<file path="src/rtl/regfile_latched.sv">
// Register file: DEPTH x WIDTH storage with one write port and two registered
// operand latches that capture with write-first bypass. Define REGFILE_TRISTATE_EN to add an oe port that tristates the read outputs.
module regfile_latched #(
    parameter int unsigned WIDTH    = 32,
    parameter int unsigned DEPTH    = 32,
    parameter int unsigned ADDR_W   = 5,
    parameter logic [31:0] INIT     = 32'h0000_0000,
    parameter bit          ZERO_REG = 1'b1
) (
    input  logic              clk,
    input  logic              rst,
`ifdef REGFILE_TRISTATE_EN
    input  logic              oe,
`endif
    input  logic              we,
    input  logic [ADDR_W-1:0] waddr,
    input  logic [WIDTH-1:0]  wdata,
    input  logic              re,
    input  logic [ADDR_W-1:0] raddr1,
    input  logic [ADDR_W-1:0] raddr2,
    output logic [WIDTH-1:0]  rdata1,
    output logic [WIDTH-1:0]  rdata2,
    output logic              rvalid
);

    localparam logic [WIDTH-1:0] INIT_W = WIDTH'(INIT);

    logic [WIDTH-1:0] mem_q [DEPTH];
    logic [WIDTH-1:0] mem_d [DEPTH];
    logic [WIDTH-1:0] rdata1_q, rdata1_d;
    logic [WIDTH-1:0] rdata2_q, rdata2_d;
    logic             rvalid_q, rvalid_d;

    logic             wr_ok;
    logic             zero1, zero2;
    logic             byp1, byp2;
    logic [WIDTH-1:0] next1, next2;

    // Next-state: write-first bypass feeds the operand latches on the same edge
    always_comb begin
        mem_d    = mem_q;
        rdata1_d = rdata1_q;
        rdata2_d = rdata2_q;
        rvalid_d = re;

        wr_ok = we && !(ZERO_REG && (waddr == '0));
        zero1 = ZERO_REG && (raddr1 == '0);
        zero2 = ZERO_REG && (raddr2 == '0);
        byp1  = wr_ok && (waddr == raddr1);
        byp2  = wr_ok && (waddr == raddr2);

        next1 = zero1 ? '0 : (byp1 ? wdata : mem_q[raddr1]);
        next2 = zero2 ? '0 : (byp2 ? wdata : mem_q[raddr2]);

        if (wr_ok) begin
            mem_d[waddr] = wdata;
        end
        if (re) begin
            rdata1_d = next1;
            rdata2_d = next2;
        end
    end

    always_ff @(posedge clk or posedge rst) begin
        if (rst) begin
            for (int unsigned i = 0; i < DEPTH; i++) begin
                mem_q[i] <= INIT_W;
            end
            if (ZERO_REG) begin
                mem_q[0] <= '0;
            end
            rdata1_q <= INIT_W;
            rdata2_q <= INIT_W;
            rvalid_q <= 1'b0;
        end else begin
            mem_q    <= mem_d;
            rdata1_q <= rdata1_d;
            rdata2_q <= rdata2_d;
            rvalid_q <= rvalid_d;
        end
    end

`ifdef REGFILE_TRISTATE_EN
    // Shared-bus hookup: release the operand buses when not selected
    assign rdata1 = oe ? rdata1_q : {WIDTH{1'bz}};
    assign rdata2 = oe ? rdata2_q : {WIDTH{1'bz}};
`else
    assign rdata1 = rdata1_q;
    assign rdata2 = rdata2_q;
`endif
    assign rvalid = rvalid_q;

endmodule
</file>
<file path="config.mk">
export PLATFORM = sky130hd
export DESIGN_NAME = regfile_latched
export DESIGN_NICKNAME = d
export VERILOG_FILES = /design/src/rtl/regfile_latched.sv
export SDC_FILE = /design/constraint.sdc
export NUM_CORES = 2
export LEC_CHECK = 0
export BUFFER_PORTS_ARGS = -buffer_cell sky130_fd_sc_hd__buf_2
export CAP_MARGIN = 20
export CORE_ASPECT_RATIO = 1.5
export CORE_MARGIN = 3
export CORE_UTILIZATION = 65
export DETAILED_ROUTE_END_ITERATION = 12
export HOLD_SLACK_MARGIN = 0.06
export PLACE_DENSITY = 0.87
export SETUP_SLACK_MARGIN = 0.1
export SYNTH_ARGS = -nofsm -noshare
export SYNTH_HDL_FRONTEND = slang
export SYNTH_SLANG_ARGS = --single-unit
</file>
<file path="constraint.sdc">
create_clock -name clk -period 97.4 [get_ports clk]
set_input_delay 14.61 -clock clk [delete_from_list [all_inputs] [get_ports clk]]
set_output_delay 14.61 -clock clk [all_outputs]
set_load 0.1 [all_outputs]
</file>
After elaboration in Yosys (flattened, before gate mapping):

Cells that the tools add are included.

* register bits after elaboration: 1089
* output and inout bits: 65

* order comparisons: 4
* eq/ne operators: 2
* multiplexer cells: 13
* bitwise operators: 3
* reduce and logical (&&, ||, !) cells: 8

Operators by type and width (number)
* bitwise mux 1024 bit: 1
* binary-select mux 32 bit (select 5 bit): 2
* 2-to-1 mux 32 bit: 9
* demux 32 bit (select 5 bit): 1
* >= comparator 6 bit, second input constant: 3
* NOT 5 -> 6 bit: 3
* zero test 5 bit: 3
* equality test 5 bit: 2
* less-than comparator 6 x 1 -> 1 bit, second input constant: 1
* logical AND 1 bit: 4
* zero test 1 bit: 1

Depth between registers and ports, before layout:

* depth in word-level cells: 6
* gate-level depth with buffers: 9
* gate-level depth less buffers: 4

Least setup slack after synthesis:

OpenSTA, ideal clock, no wires.

* kind: in2reg
* start point: input raddr1[0]
* end point: register rdata1_q[10], in the netlist rdata1[10]
* setup time: 0.142 ns
* arrival: 16.303 ns
* setup slack: 80.954 ns
* cell stages on the path: 7
* path buffers: 3
* cells stage by stage: buf_2 > buf_2 > buf_2 > mux4_2 > mux4_2 > inv_1 > o221ai_1

* cells in the longest elaborated chain, start to end: 6

RTL lines
* start: declaration: line 19 `input logic [ADDR_W-1:0] raddr1,`
* NOT 5 -> 6 bit (not written as such): line 52 `next1 = zero1 ? '0 : (byp1 ? wdata : mem_q[raddr1]);`
* binary-select mux 32 bit (select 5 bit): line 52
* 2-to-1 mux 32 bit (not written as such) (2 in series): line 52
* 2-to-1 mux 32 bit: line 52
* 2-to-1 mux 32 bit (*): line 52
* end signal: assignment: line 77 `rdata1_q <= rdata1_d;`
* end: declaration: line 30 `logic [WIDTH-1:0] rdata1_q, rdata1_d;`

Mark *: on every way between the ends. The rest lies on a longest branch, timed or not. The select of a mux whose other input is x is not followed.
A chain may end at the register's enable or synchronous reset.

==> flow_summary_export.csv <==
group,metric,value,unit
status,status,"completed",
detailed_routing,drt_iter0_markers,3926,
finish,final_cells,4709,
pwr,p_int,939.6,uW
clock_tree,htree_levels,3,
clock_tree,cts_root_buffer,"clkbuf_16",
worst_setup_path,crit_family,"buffers and inverters",
worst_setup_path,critPathLaunch,"rst",
sta,max_freq,55.44,MHz
pwr,seqPwrFrac,45.6,%
worst_setup_path,slowest_delay,880,ps
die,die_y,368.3,microns
placement,portBuffers,115,
die,die_w,247.5,microns
worst_setup_path,cp.required,98080,ps
sta,fin_skew,20.31,ps
synthesis,synth_area,56870,sq um
placement,gp_congestion,0.8665,
detailed_routing,vias,35820,
sta,final-hold-violation-count,0,
job,maxCapViolations,0,
die,io_pins,116,
pwr,power.share.switching,29.24,%
synthesis,ys.flop_type,"dfrtp_1",
worst_setup_path,cp.depth,6,
sta,final_max_slew_viol_count,0,
worst_setup_path,crit_type,"input port to async pin",
clock_tree,cts_resized,0,
sta,rsz0062_at_grt,"no",
sta,setup_viol,0,
worst_setup_path,critical_path.endpoint,"mem_q[433]",
worst_setup_path,reg2reg_from,"mem_q[84]",
die,core.rowCount,132,
pwr,pwr-share-clk,31.0,%
global_route,grt_first_pass_wirelength,243600,microns
worst_setup_path,crit_buf_inv,6,
synthesis,syn-instance-count,3617,
synthesis,ys_async_sr_fraction,100.0,%
placement,dp_cells,4525,
pwr,power_density,21.59,nW/um^2
synthesis,synth_edf_count,0,
synthesis,yosysUniqueCellTypes,33,
clock_tree,cts_buffer_depth,3,
global_route,grt_use_total,36.57,%
worst_setup_path,worstPathMaxFanout,109,
detailed_routing,wl,162000,microns
worst_setup_path,end_kind,"async pin",
global_route,grt_max_degree,173,
synthesis,synth_seq_cells,1089,
worst_setup_path,path_cells,"buf_2 > inv_8 > buf_4 > buf_4 > buf_4 > buf_4",
synthesis,yosysSeqAreaShare,47.92,%
worst_setup_path,start_kind,"input port",
die,design.die.area,91150,sq um
clock_tree,cts_sinks,1089,
worst_setup_path,worst_r2r_path_depth,4,
sta,max_slew_margin,16.52,%
sta,worst_pin_slew,1252,ps
synthesis,syn_nets,3668,
finish,drive_above_1_share,55.23,%
sta,fin_crit_sh,18.52,%
detailed_routing,ant_nets,0,
sta,fin_tns_setup,0,ps
pwr,switchingPower,388.2,uW
synthesis,yosysWarningCount,0,
detailed_routing,drc,0,
worst_setup_path,r2r_slack,95620,ps
pwr,p_comb_share,23.4,%
global_route,antenna_found_initial,12,
sta,min_period,18040,ps
placement,dp_hpwl,93700,microns
detailed_routing,viasPerCell,7.606,
clock_tree,cts_tree,"done",
die,coreArea,86540,sq um
finish,area_growth,8.147,%
worst_setup_path,critPathMostFrequentCell,"buf_4",
pwr,vdd_drop_max,20.33,uV
finish,final_nets,3541,
worst_hold_path,hp-class,"register to register",
detailed_routing,first_pass_iters,5,
worst_setup_path,cpMaxStageDelayCell,"buf_4",
sta,timing.hold.ws,394.1,ps
clock_tree,clk_latency,690,ps
clock_tree,cts_buffers,99,
die,start_util,65.71,%
clock_tree,cts_hold_buf,0,
pwr,leakage,0.02653,uW
worst_setup_path,r2r-end,"rdata2[20]",
detailed_routing,avgRoutedWirePerCell,34.41,microns
pwr,power,1328,uW
global_route,overflow,0,
synthesis,avgSynthCellArea,15.72,sq um
clock_tree,cts.reportedPaths.clkPinSlew,60,ps
global_route,grt_pass1_vias,38430,
worst_setup_path,crit_arrival,18710,ps
worst_hold_path,min_path_cells,0,
clock_tree,post_cts_buffers,0,
[power groups by stage]
stage	Sequential [uW]	Clock, uW	Combinational [uW]
after floorplan	633	0	208
after global placement	602	0	296
after detailed placement	611	0	307
after CTS	604	414	309
after global routing	615	432	327
final	606	412	310
[per-stage QoR]
step	instance area [sq um]	utilization [%]	setup slack [ps]
after floorplan	56870	-	52130
after global placement	57970	66.98	78560
after detailed placement	58010	67.03	78500
after CTS	61410	70.96	79260
after global routing	61490	71.05	78810
final	61500	71.07	79360
[state kept, by name (all words and copies together) (netlist names)]
register,flops
mem_q,1024
rdata1,32
rdata2,32
rvalid,1
[layout make-up]
cell class | instances | area (sq um)
Multi-Input combinational cell | 2034 | 27770
Clock inverter | 28 | 434.2
Timing Repair Buffer | 200 | 1376
Tap cell | 1139 | 1425
Sequential cell | 1089 | 27250
Fill cell | 5226 | 25040
Inverter | 66 | 255.2
Clock buffer | 146 | 2969
Antenna cell | 7 | 17.52
[worst min-delay path by stage]
stage	start	endpoint	slack (ps)
4_1_cts	mem_q[1014]	mem_q[1014]	400
3_5_place_dp	mem_q[994]	mem_q[994]	380
5_1_grt	mem_q[1021]	mem_q[1021]	410
3_3_place_gp	mem_q[1007]	mem_q[1007]	380
6_report	mem_q[994]	mem_q[994]	390
2_1_floorplan	mem_q[1000]	mem_q[1000]	440
[worst reg2reg max path: stages, from the launching register on]
cell      delay [ps]
dfrtp_1          400
mux4_2           490
mux4_2           470
inv_1            140
o221ai_1         120
[per-layer routing]
metal | vias to the layer above | part of all wire (%) | track usage, %
met5 | - | 0.039 | 0
met4 | 6 | 7.7 | 24.36
met3 | 756 | 11 | 9.208
met2 | 2291 | 48 | 57.00
met1 | 18970 | 33 | 45.60
li1 | 13800 | - | -
[synth_stat cells, types with 2 or more instances]
cell,number,area share [%]
dfrtp_1,1089,48
mux2_2,989,20
mux4_2,576,23
clkbuf_1,249,1.6
buf_2,136,1.2
a22o_1,128,2.0
nor2_1,80,0.53
nor2b_1,68,0.75
inv_1,66,0.44
a41oi_1,64,0.99
o221ai_1,64,0.99
buf_1,39,0.26
nand2_1,18,0.12
xor2_1,10,0.15
buf_4,4,0.053
nand3b_1,4,0.053
nor3b_1,4,0.053
mux2_1,3,0.059
nand4b_1,3,0.046
a2111oi_4,2,0.097
a211o_1,2,0.031
a21o_1,2,0.026
and2_1,2,0.022
nand3_1,2,0.018
nor3_2,2,0.035
o21a_1,2,0.026
o21ai_0,2,0.018
or4_1,2,0.026
[cell families (layout without fill, tap and decap cells)]
kind of cell              Yosys count  in the layout  synth area share, %
other                               0              7                    0
xor gates and xnor gates           10             10               0.1540
muxes                            1568           1568                42.45
buffers and inverters             494            440                3.586
and+or+nand+nor                   190            190                1.747
DFF                              1089           1089                47.92
AOI/OAI and AO/OA                 266            266                4.141
[cell usage in the layout, fill, tap and decap left out, types with 14 or more instances in the layout]
master	instances
nor2_4	14
buf_4	80
o221ai_1	64
nor2_1	66
a41oi_1	64
mux4_2	576
nor2b_1	64
a22o_1	128
dfrtp_1	1089
buf_2	108
nand2_2	15
clkbuf_1	20
mux2_2	989
inv_1	65
clkbuf_8	23
clkbuf_16	103
Note: power is estimated with default switching activity, not from simulation.
